### config.mk
export PLATFORM = sky130hd
export DESIGN_NAME = fir_axis_serial
export DESIGN_NICKNAME = d
export VERILOG_FILES = /design/src/rtl/fir_axis_serial_pkg.sv /design/src/rtl/fir_coef_rom.sv /design/src/rtl/fir_axis_serial.sv
export SDC_FILE = /design/constraint.sdc
export NUM_CORES = 1
export LEC_CHECK = 0
export ABC_AREA = 0
export BUFFER_PORTS_ARGS = -buffer_cell sky130_fd_sc_hd__buf_4
export CORE_MARGIN = 3
export CORE_UTILIZATION = 33
export CTS_CLUSTER_SIZE = 30
export DETAILED_ROUTE_END_ITERATION = 16
export SLEW_MARGIN = 20
export SYNTH_ARGS = -nofsm -noshare
export SYNTH_HDL_FRONTEND = slang
export SYNTH_SLANG_ARGS = --single-unit
### constraint.sdc
create_clock -name clk -period 14.59 [get_ports clk]
set_input_delay 2.1885 -clock clk [delete_from_list [all_inputs] [get_ports clk]]
set_output_delay 2.1885 -clock clk [all_outputs]
set_load 0.02 [all_outputs]
### src/rtl/fir_axis_serial_pkg.sv
// rtl/fir_axis_serial_pkg.sv - shared widths, FSM encoding and helpers for the serial FIR
package fir_axis_serial_pkg;

    localparam int SAMPLE_W = 16;
    localparam int COEF_W   = 16;
    localparam int PROD_W   = SAMPLE_W + COEF_W;

    typedef enum logic [1:0] {
        ST_IDLE = 2'd0,
        ST_MAC  = 2'd1,
        ST_OUT  = 2'd2
    } fir_state_e;

    function automatic int fir_clog2(input int n);
        int r;
        r = 0;
        for (int k = 0; k < 32; k++) begin
            if ((1 << r) < n) begin
                r = r + 1;
            end
        end
        return r;
    endfunction

endpackage

### src/rtl/fir_coef_rom.sv
// rtl/fir_coef_rom.sv - combinational coefficient ROM indexed by tap number
module fir_coef_rom
    import fir_axis_serial_pkg::*;
#(
    parameter int                      NTAPS = 16,
    parameter logic [NTAPS*COEF_W-1:0] COEFS = '0
) (
    input  logic [fir_clog2(NTAPS)-1:0] addr,
    output logic [COEF_W-1:0]           coef
);

    // Tap k lives at bits [k*COEF_W +: COEF_W]; unused addresses read as zero.
    always_comb begin
        coef = '0;
        if (int'(addr) < NTAPS) begin
            coef = COEFS[int'(addr)*COEF_W +: COEF_W];
        end
    end

endmodule

### src/rtl/fir_axis_serial.sv
// rtl/fir_axis_serial.sv - serial-MAC FIR with stream input/output and round/saturate
module fir_axis_serial
    import fir_axis_serial_pkg::*;
#(
    parameter int                      NTAPS = 16,
    parameter logic [NTAPS*COEF_W-1:0] COEFS = {{((NTAPS-1)*COEF_W){1'b0}}, 16'h7FFF},
    parameter int                      SHIFT = 15,
    parameter int                      OW    = 16
) (
    input  logic                clk,
    input  logic                resetn,
    input  logic                s_tvalid,
    output logic                s_tready,
    input  logic [SAMPLE_W-1:0] s_tdata,
    output logic                m_tvalid,
    input  logic                m_tready,
    output logic [OW-1:0]       m_tdata
);

    localparam int AW   = fir_clog2(NTAPS);
    localparam int ACCW = PROD_W + AW;
    localparam int RW   = ACCW + 1;
    localparam logic signed [RW-1:0] RND    = RW'((64'd1 << SHIFT) >> 1);
    localparam logic signed [RW-1:0] SAT_HI = RW'((64'd1 << (OW-1)) - 64'd1);
    localparam logic signed [RW-1:0] SAT_LO = ~SAT_HI;

    fir_state_e                 state_q, state_d;
    logic signed [SAMPLE_W-1:0] x_q [NTAPS];
    logic signed [ACCW-1:0]     acc_q, acc_d;
    logic [AW-1:0]              idx_q, idx_d;
    logic                       s_tready_q, s_tready_d;
    logic                       m_tvalid_q, m_tvalid_d;
    logic [OW-1:0]              m_tdata_q, m_tdata_d;

    logic [COEF_W-1:0]          coef;
    logic signed [PROD_W-1:0]   prod;
    logic signed [ACCW-1:0]     acc_sum;
    logic signed [RW-1:0]       rounded;
    logic [OW-1:0]              sat;
    logic                       accept;
    logic                       last_tap;
    logic                       shift_en;

    fir_coef_rom #(
        .NTAPS (NTAPS),
        .COEFS (COEFS)
    ) u_rom (
        .addr (idx_q),
        .coef (coef)
    );

    assign accept   = s_tvalid && s_tready_q;
    assign last_tap = (idx_q == AW'(NTAPS - 1));
    assign prod     = PROD_W'(x_q[idx_q]) * PROD_W'($signed(coef));
    assign acc_sum  = acc_q + ACCW'(prod);
    // One extra bit keeps the rounding constant from overflowing the accumulator range.
    assign rounded  = (RW'(acc_sum) + RND) >>> SHIFT;

    always_comb begin
        sat = rounded[OW-1:0];
        if (rounded > SAT_HI) begin
            sat = SAT_HI[OW-1:0];
        end else if (rounded < SAT_LO) begin
            sat = SAT_LO[OW-1:0];
        end
    end

    always_comb begin
        state_d    = state_q;
        acc_d      = acc_q;
        idx_d      = idx_q;
        s_tready_d = s_tready_q;
        m_tvalid_d = m_tvalid_q;
        m_tdata_d  = m_tdata_q;
        shift_en   = 1'b0;
        case (state_q)
            ST_IDLE: begin
                s_tready_d = 1'b1;
                if (accept) begin
                    shift_en   = 1'b1;
                    acc_d      = '0;
                    idx_d      = '0;
                    s_tready_d = 1'b0;
                    state_d    = ST_MAC;
                end
            end
            ST_MAC: begin
                acc_d = acc_sum;
                idx_d = idx_q + 1'b1;
                if (last_tap) begin
                    idx_d      = '0;
                    m_tvalid_d = 1'b1;
                    m_tdata_d  = sat;
                    state_d    = ST_OUT;
                end
            end
            ST_OUT: begin
                if (m_tready) begin
                    m_tvalid_d = 1'b0;
                    s_tready_d = 1'b1;
                    state_d    = ST_IDLE;
                end
            end
            default: begin
                state_d = ST_IDLE;
            end
        endcase
    end

    always_ff @(posedge clk or negedge resetn) begin
        if (!resetn) begin
            state_q    <= ST_IDLE;
            acc_q      <= '0;
            idx_q      <= '0;
            s_tready_q <= 1'b0;
            m_tvalid_q <= 1'b0;
            m_tdata_q  <= '0;
        end else begin
            state_q    <= state_d;
            acc_q      <= acc_d;
            idx_q      <= idx_d;
            s_tready_q <= s_tready_d;
            m_tvalid_q <= m_tvalid_d;
            m_tdata_q  <= m_tdata_d;
        end
    end

    // Delay line history survives between samples; only reset clears it.
    always_ff @(posedge clk or negedge resetn) begin
        if (!resetn) begin
            for (int k = 0; k < NTAPS; k++) begin
                x_q[k] <= '0;
            end
        end else if (shift_en) begin
            x_q[0] <= s_tdata;
            for (int k = 1; k < NTAPS; k++) begin
                x_q[k] <= x_q[k-1];
            end
        end
    end

    assign s_tready = s_tready_q;
    assign m_tvalid = m_tvalid_q;
    assign m_tdata  = m_tdata_q;

endmodule

; Word-level counts from Yosys, hierarchy flattened
; Index checks and enable logic that the tools add are counted.
; Widths: inputs -> output; s select.
[op_classes]
eq_ne = 6
magnitude_cmp = 3
n_bitwise = 1
addsub = 3
shifts = 1
n_mux = 22
mul = 1
reduce_logical = 10
[op_table]
columns = cell, n
row1 = $shiftx 256x9->16 const A, 1
row2 = $pmux 36 s2, 1
row3 = $bmux 16 s4, 1
row4 = $mux 16, 4
row5 = $add 36x16->37 const B, 1
row6 = $add 36x32->36, 1
row7 = $mux 36, 1
row8 = $mul 16x16->32, 1
row9 = $gt 22x16->1 const B, 1
row10 = $lt 22x16->1 const B, 1
row11 = $mux 4, 2
row12 = $pmux 4 s2, 1
row13 = $mux 1, 6
row14 = $mux 2, 3
row15 = $ne 2x2->1 const B, 3
row16 = $pmux 2 s3, 1
row17 = $reduce_and 2->1, 3
row18 = $reduce_and 3->1, 2
row19 = $reduce_bool 2->1, 3
row20 = $ge 5x5->1 const B, 1
row21 = $not 4->5, 1
row22 = $add 4x1->4 const B, 1
row23 = $eq 4x4->1 const B, 1
row24 = $pmux 1 s2, 2
row25 = other kinds (4), 4
[totals]
elab_cells = 69
reg_bits = 316

; Logic depth before layout (Yosys ltp)
; Gate-level depths: netlist of run 1.
[depth]
ltp_word = 10
ltp_mapped = 39
mapped_depth_nobuf = 34

; Modules after synthesis
; Synthesis of run 1 repeated with hierarchy kept, for this count alone.
[unflattened]
hier_cells = 2985
area_unflattened_um2 = 26858.3
[by_module_without_submodules]
columns = mod, seq_area_each_um2, instances, area_each_um2, cells_each
row1 = fir_axis_serial, 7907.6, 1, 26729.4, 2968
row2 = fir_coef_rom, 0.0, 1, 128.9, 17

; Worst setup path after synthesis of run 1
; No wires, ideal clock.
[synth_path]
path_type = reg2reg
from = reg idx_q[0]
to = reg m_tdata_q[5], in the netlist m_tdata[5]
n_path_buf = 5
stages_incl_launch_ff = 35
period_less_slack_ps = 9577
slack_ps = 5013
arrival_ps = 9437
t_required_ps = 14450
cell_sequence = dfrtp_1 > buf_2 > buf_1 > clkbuf_1 > inv_1 > ha_1 > nor3b_1 > nand2_1 > inv_1 > ha_1 > xor2_1 > inv_1 > fa_1 > fa_1 > inv_1 > fa_1 > fa_1 > inv_1 > fa_1 > inv_1 > ha_1 > buf_2 > a21oi_1 > o21ai_2 > a211o_1 > nor2_1 > o211ai_1 > or4b_1 > nor3_2 > nand3b_1 > mux2i_1 > o22a_2 > o41ai_4 > buf_6 > o41ai_2
[synth_via]
elab_chain_len = 10
[synth_rtl]
columns = item, line
row1 = from (decl), fir_axis_serial.sv:30  ; logic [AW-1:0] idx_q, idx_d;
row2 = from (signal assigned), fir_axis_serial.sv:121  ; idx_q <= idx_d;
row3 = "parallel branches: the longest is 10 deep, another holds $add 36x16->37", -
row4 = to (signal assigned), fir_axis_serial.sv:124  ; m_tdata_q <= m_tdata_d;
row5 = to (decl), fir_axis_serial.sv:33  ; logic [OW-1:0] m_tdata_q, m_tdata_d;
; Parallel ways; which one is timed is not known. The select of a mux whose other input is x is not followed.
; A chain may end at the register's enable or synchronous reset.

; Worst setup path in the final report of run 1
[layout_path]
from = reg idx_q[1]
to = reg m_tdata_q[0], in the netlist m_tdata[0]
; The elaborated chain is that of the path after synthesis.

==> results of run 1 <==
## logic make-up (layout without fill, tap and decap cells)
family,after synthesis,count (layout),synth area share (%)
XOR/XNOR,93,93,5.63
AND/OR/NAND/NOR,499,499,15.1
multiplexers,24,24,2.56
buffers and inverters,334,340,8.66
adder cells (fa/ha/maj),322,322,36.4
flip-flops,124,124,20.7
AO/OA/AOI/OAI,224,224,10.9
## stage by stage
step	cell area (µm²)	worst slack [ps]	instances
2_1_floorplan	15000	5010	1620
3_3_place_gp	15800	4350	2185
3_5_place_dp	15800	4140	2185
4_1_cts	16400	4100	2217
5_1_grt	16400	3790	2218
6_report	16400	4530	2218
## worst max path at each step
stage	endpoint	slack [ps]	cells past startpoint
6_report	m_tdata[0]$_DFFE_PN0P_	4530	31
5_1_grt	m_tdata[0]$_DFFE_PN0P_	3790	31
4_1_cts	m_tdata[0]$_DFFE_PN0P_	4100	31
3_5_place_dp	m_tdata[0]$_DFFE_PN0P_	4140	31
3_3_place_gp	m_tdata[3]$_DFFE_PN0P_	4350	31
2_1_floorplan	m_tdata[5]$_DFFE_PN0P_	5010	34
## cell type report
cell class | count | area [µm²]
sequential | 124 | 3110
inverter | 261 | 980
clock buffer | 19 | 433
tap | 592 | 741
clock inverter | 13 | 156
multi-input combinational | 1162 | 10600
fill | 4471 | 28100
timing repair buffer | 47 | 377
## registers in the layout (all words and copies together) (netlist names)
name,cells
s_tready,1
m_tvalid,1
m_tdata,16
x_q,64
idx_q,4
acc_q,36
state_q,2
## synth_stat cells (all sizes together) (15+ instances only)
library cell	n	area share, %
inv	261	6.5
nand3	46	1.6
a21oi	51	1.7
nand2	294	7.4
xnor2	62	3.8
a21o	15	0.75
ha	131	11
buf	17	0.73
dfrtp	124	21
xor2	31	1.9
fa	191	25
o41ai	17	1.7
nor2	76	1.9
clkbuf	56	1.4
o21ai	70	2.4
## layer usage
metal | up-vias | global-route usage [%] | routed length, µm
li1 | 5211 | - | -
met2 | 168 | 27.2 | 17800
met1 | 5559 | 21.4 | 16600
met5 | - | 0 | 0
met3 | 37 | 2.56 | 1150
met4 | 0 | 4.00 | 558
## placed cells by master (no fill, tap or decap), drive strengths merged, types with 8 or more instances in the layout
cell type,n
xor2,31
nand3,46
o41ai,17
buf,47
nand4,9
and2,13
inv,267
nand2,294
nor3,13
dfrtp,124
o21ai,70
xnor2,62
a21o,15
ha,131
clkbuf,19
o211ai,11
a21oi,51
mux4,11
mux2i,8
nor2,76
fa,191
## worst reg2reg max path: cells and delay by family (launching register included)
family          cells  cell delay [ps]
xor+xnor            1              380
compound gates      7             2320
buf+inv             8             1350
simple gates        6             1350
flops               1              770
mux                 1              150
fa+ha+maj           8             3580
==> results.cfg, run 1 <==
[timing]
timing.final.crit_share_pct = 69.0
finalSetupViolations = 0
max_freq_mhz = 99.4
period_minus_slack_ps = 10060
hold_violations = 0
clock-skew-final_ps = 15.3
slew_headroom_pct = 26.4
tns_ps = 0
maxSlewViolCount = 0
rsz0062_at_grt = no
holdWs_ps = 472
tightest_slew_ps = 1100

[worst_hold_path]
min_delay_path_depth = 2
hold_end = x_q[202]$_DFFE_PN0P_
hold_start = x_q[202]$_DFFE_PN0P_
hold_class = reg -> reg

[worst_setup_path]
cpPeakStageDelay_ps = 950
critPathKind = reg -> reg
rr_worst_depth = 31
critPathCaptureType = flop
path_buf_inv = 8
start_kind = flop
worstPathMaxFanout = 56
reg2reg_to = m_tdata[0]$_DFFE_PN0P_
crit_slowest_cell = o41ai_4
reg2reg_from = idx_q[1]$_DFFE_PN0P_
required_ps = 14870
path_common_cell = inv_1
arrival_ps = 10340
crit_family = adder cells
r2r_setup_slack_ps = 4530
critPathLaunch = idx_q[1]$_DFFE_PN0P_

[cts]
clock_latency_ps = 450
cts_sinks = 124
cts-root-buf = clkbuf_16
cts_hold_buf = 0
htree_levels = 4
clk_pin_slew_ps = 60
cts_resized = 0
cts_setup_buffers = 0
clockBufferDepth = 2
cts-buffers-inserted = 17
cts_tree = done

[synth]
ys_seq_area_share_pct = 20.7
ys_types = 86
syn_area_um2 = 15000
syn_inst = 1620
postSynthAreaPerCell_um2 = 9.26
syn_nets = 1962
synth_edf_count = 0
synth-seq-cells = 124
ys_async_sr_fraction_pct = 100
ys_warn_count = 0
synthFlopType = dfrtp_1

[global_route]
grt_max_degree = 97
overflow = 0
grtUsageTotal_pct = 16.0
antenna_found_initial = 0
grt_pass1_wl_mm = 61.1
first_global_vias = 11686

[placed_design]
hpwl_mm = 28.2
io_buffer_count = 37
gp_congestion = 0.878

[die]
io_pins = 38
start_util_pct = 33.7
dieHeight_um = 219
die_w_um = 219
num_rows = 77
core_area_um2 = 44500
die-area_um2 = 48000

[detailed_routing]
drcViolationCount = 0
avgViaCountPerCell = 4.95
routed-via-count = 10975
antenna_left = 0
wl_per_cell_um = 16.3
wirelength_mm = 36.1
drtPass1Iterations = 5
drtIter0Drc = 654

[cells_and_area]
n_antenna_cell = 0
drive_gt1_share_pct = 9.41
final_core_util_pct = 36.9
area_delta_synth_final_pct = 9.39
fin_nets = 1955

[outcome]
status = completed

[flow_run]
maxCapViolCount = 0
Power of run 1 is left out: the tool's default activity adds up to more than one toggle a clock period on the data nets, which glitch-free logic cannot reach.
==> run 2, diff against run 1 <==
Clock period 14.59 ns to 8.7 ns, I/O delays scaled along.
==> results.cfg, run 2 (synthesis gave the netlist of run 1 again) <==
[worst_setup_path]
crit_slowest_cell = or4b_4
required_ps = 9000
critPathCaptureType = flop
critPathKind = reg -> reg
cpPeakStageDelay_ps = 580
arrival_ps = 8810
start_kind = flop
worstPathMaxFanout = 10
path_common_cell = fa_1

[cells_and_area]
fill_cells = 4417
mostFrequentLayoutCells = nand2_1, inv_1, fa_1
drive_gt1_share_pct = 20.2
largest_register = x_q
largest_reg_flops = 64
layout_commonest_cell = nand2_1
area_delta_synth_final_pct = 19.3
post-route-cell-area_um2 = 17900
final_core_util_pct = 40.2
fin_nets = 2060

[die]
core_area_um2 = 44500
io_pins = 38
start_util_pct = 33.7
num_rows = 77
die-area_um2 = 48000
die_w_um = 219
dieHeight_um = 219

[timing]
max_freq_mhz = 117
slew_headroom_pct = 44.5
hold_violations = 0
maxSlewViolCount = 0
finalSetupViolations = 0
tightest_slew_ps = 830
period_minus_slack_ps = 8510
clock-skew-final_ps = 19.3
timing.final.crit_share_pct = 97.8
fin_ws_ps = 188

[placed_design]
dp_slack_ps = -95.4
io_buffer_count = 37
placed_area_um2 = 16300
hpwl_mm = 29.2
gp_congestion = 0.920

[global_route]
first_global_vias = 12052
grt.busiest_layer = met2
grtUsageTotal_pct = 16.4
grt_use_met3_pct = 2.48
overflow = 0
grt_max_degree = 73
antenna_found_initial = 0
grt_pass1_wl_mm = 62.5
gr-usage-met1_pct = 21.6
grt_use_met2_pct = 28.0

[worst_hold_path]
hold_class = reg -> reg

[cts]
cts_hold_buf = 0
clk_pin_slew_ps = 70
cts_sinks = 124
cts-buffers-inserted = 17
clock_latency_ps = 450
cts_tree = done
cts-root-buf = clkbuf_16
clockBufferDepth = 2
htree_levels = 4

[detailed_routing]
avgViaCountPerCell = 4.90
drtPass1Iterations = 5
wirelength_mm = 37.7
drcViolationCount = 0
routed-via-count = 11385
drtIter0Drc = 738
antenna_left = 0
wl_per_cell_um = 16.2

[outcome]
status = completed

[flow_run]
maxCapViolCount = 0
run 2: cell types whose count changed in the layout (fill, tap and decap cells not counted), sizes merged:
cell / delta
buf: +103
clkinvlp: +2
diode: +1
inv: +2
clkinv: -2
run 2: area by class of cell:
type / count / area, µm² / share of cell area [%]
tap: 592 / 741 / 4.14
clock buffer: 17 / 425 / 2.38
inverter: 261 / 986 / 5.51
antenna: 1 / 2.50 / 0.0140
timing repair buffer: 152 / 1270 / 7.12
multi-input combinational: 1162 / 11200 / 62.4
sequential: 124 / 3100 / 17.4
clock inverter: 15 / 199 / 1.11
run 2: routing by layer:
layer,vias to the layer above,share of wire [%],routed length (µm)
met4,0,1.5,584
met2,166,51,19100
li1,5414,-,-
met5,-,0,0
met1,5770,44,16800
met3,35,3.5,1310
run 2: worst max-delay path: cells and delay by family (launching register included):
family,cells,cell delay [ps]
and+or+nand+nor,9,2360
DFF,1,430
xor gates and xnor gates,1,180
adders and majority gates,8,3560
AOI/OAI and AO/OA,4,540
buffers and inverters,10,1300
run 2: what timing repair did:
action,CTS,global route
pin swaps,1,67
gates resized for setup,13,103
gates cloned,0,3
setup endpoints to repair,15,16
setup buffers,0,53
run 2: metrics by stage:
stage	std cells	hold slack (ps)	TNS (ps)
6_report	2324	475	0
5_1_grt	2323	496	-1870
4_1_cts	2267	478	0
3_5_place_dp	2235	461	-744
3_3_place_gp	2235	454	-1180
2_1_floorplan	1620	439	0
run 2: path summary, 6_finish.rpt:
path                                       from                       to  slack (ps)  depth (start not counted)
hold reg to reg            x_q[206]$_DFFE_PN0P_     x_q[206]$_DFFE_PN0P_         480                          2
setup / recovery           idx_q[0]$_DFFE_PN0P_  m_tdata[13]$_DFFE_PN0P_         190                         32
setup reg to reg           idx_q[0]$_DFFE_PN0P_  m_tdata[13]$_DFFE_PN0P_         190                         32
max in group asynchronous                resetn   m_tdata[1]$_DFFE_PN0P_        6580                          2
hold / removal             x_q[206]$_DFFE_PN0P_     x_q[206]$_DFFE_PN0P_         480                          2
min in group asynchronous                resetn     x_q[226]$_DFFE_PN0P_         850                          1
Power of run 2 is left out for the same reason.
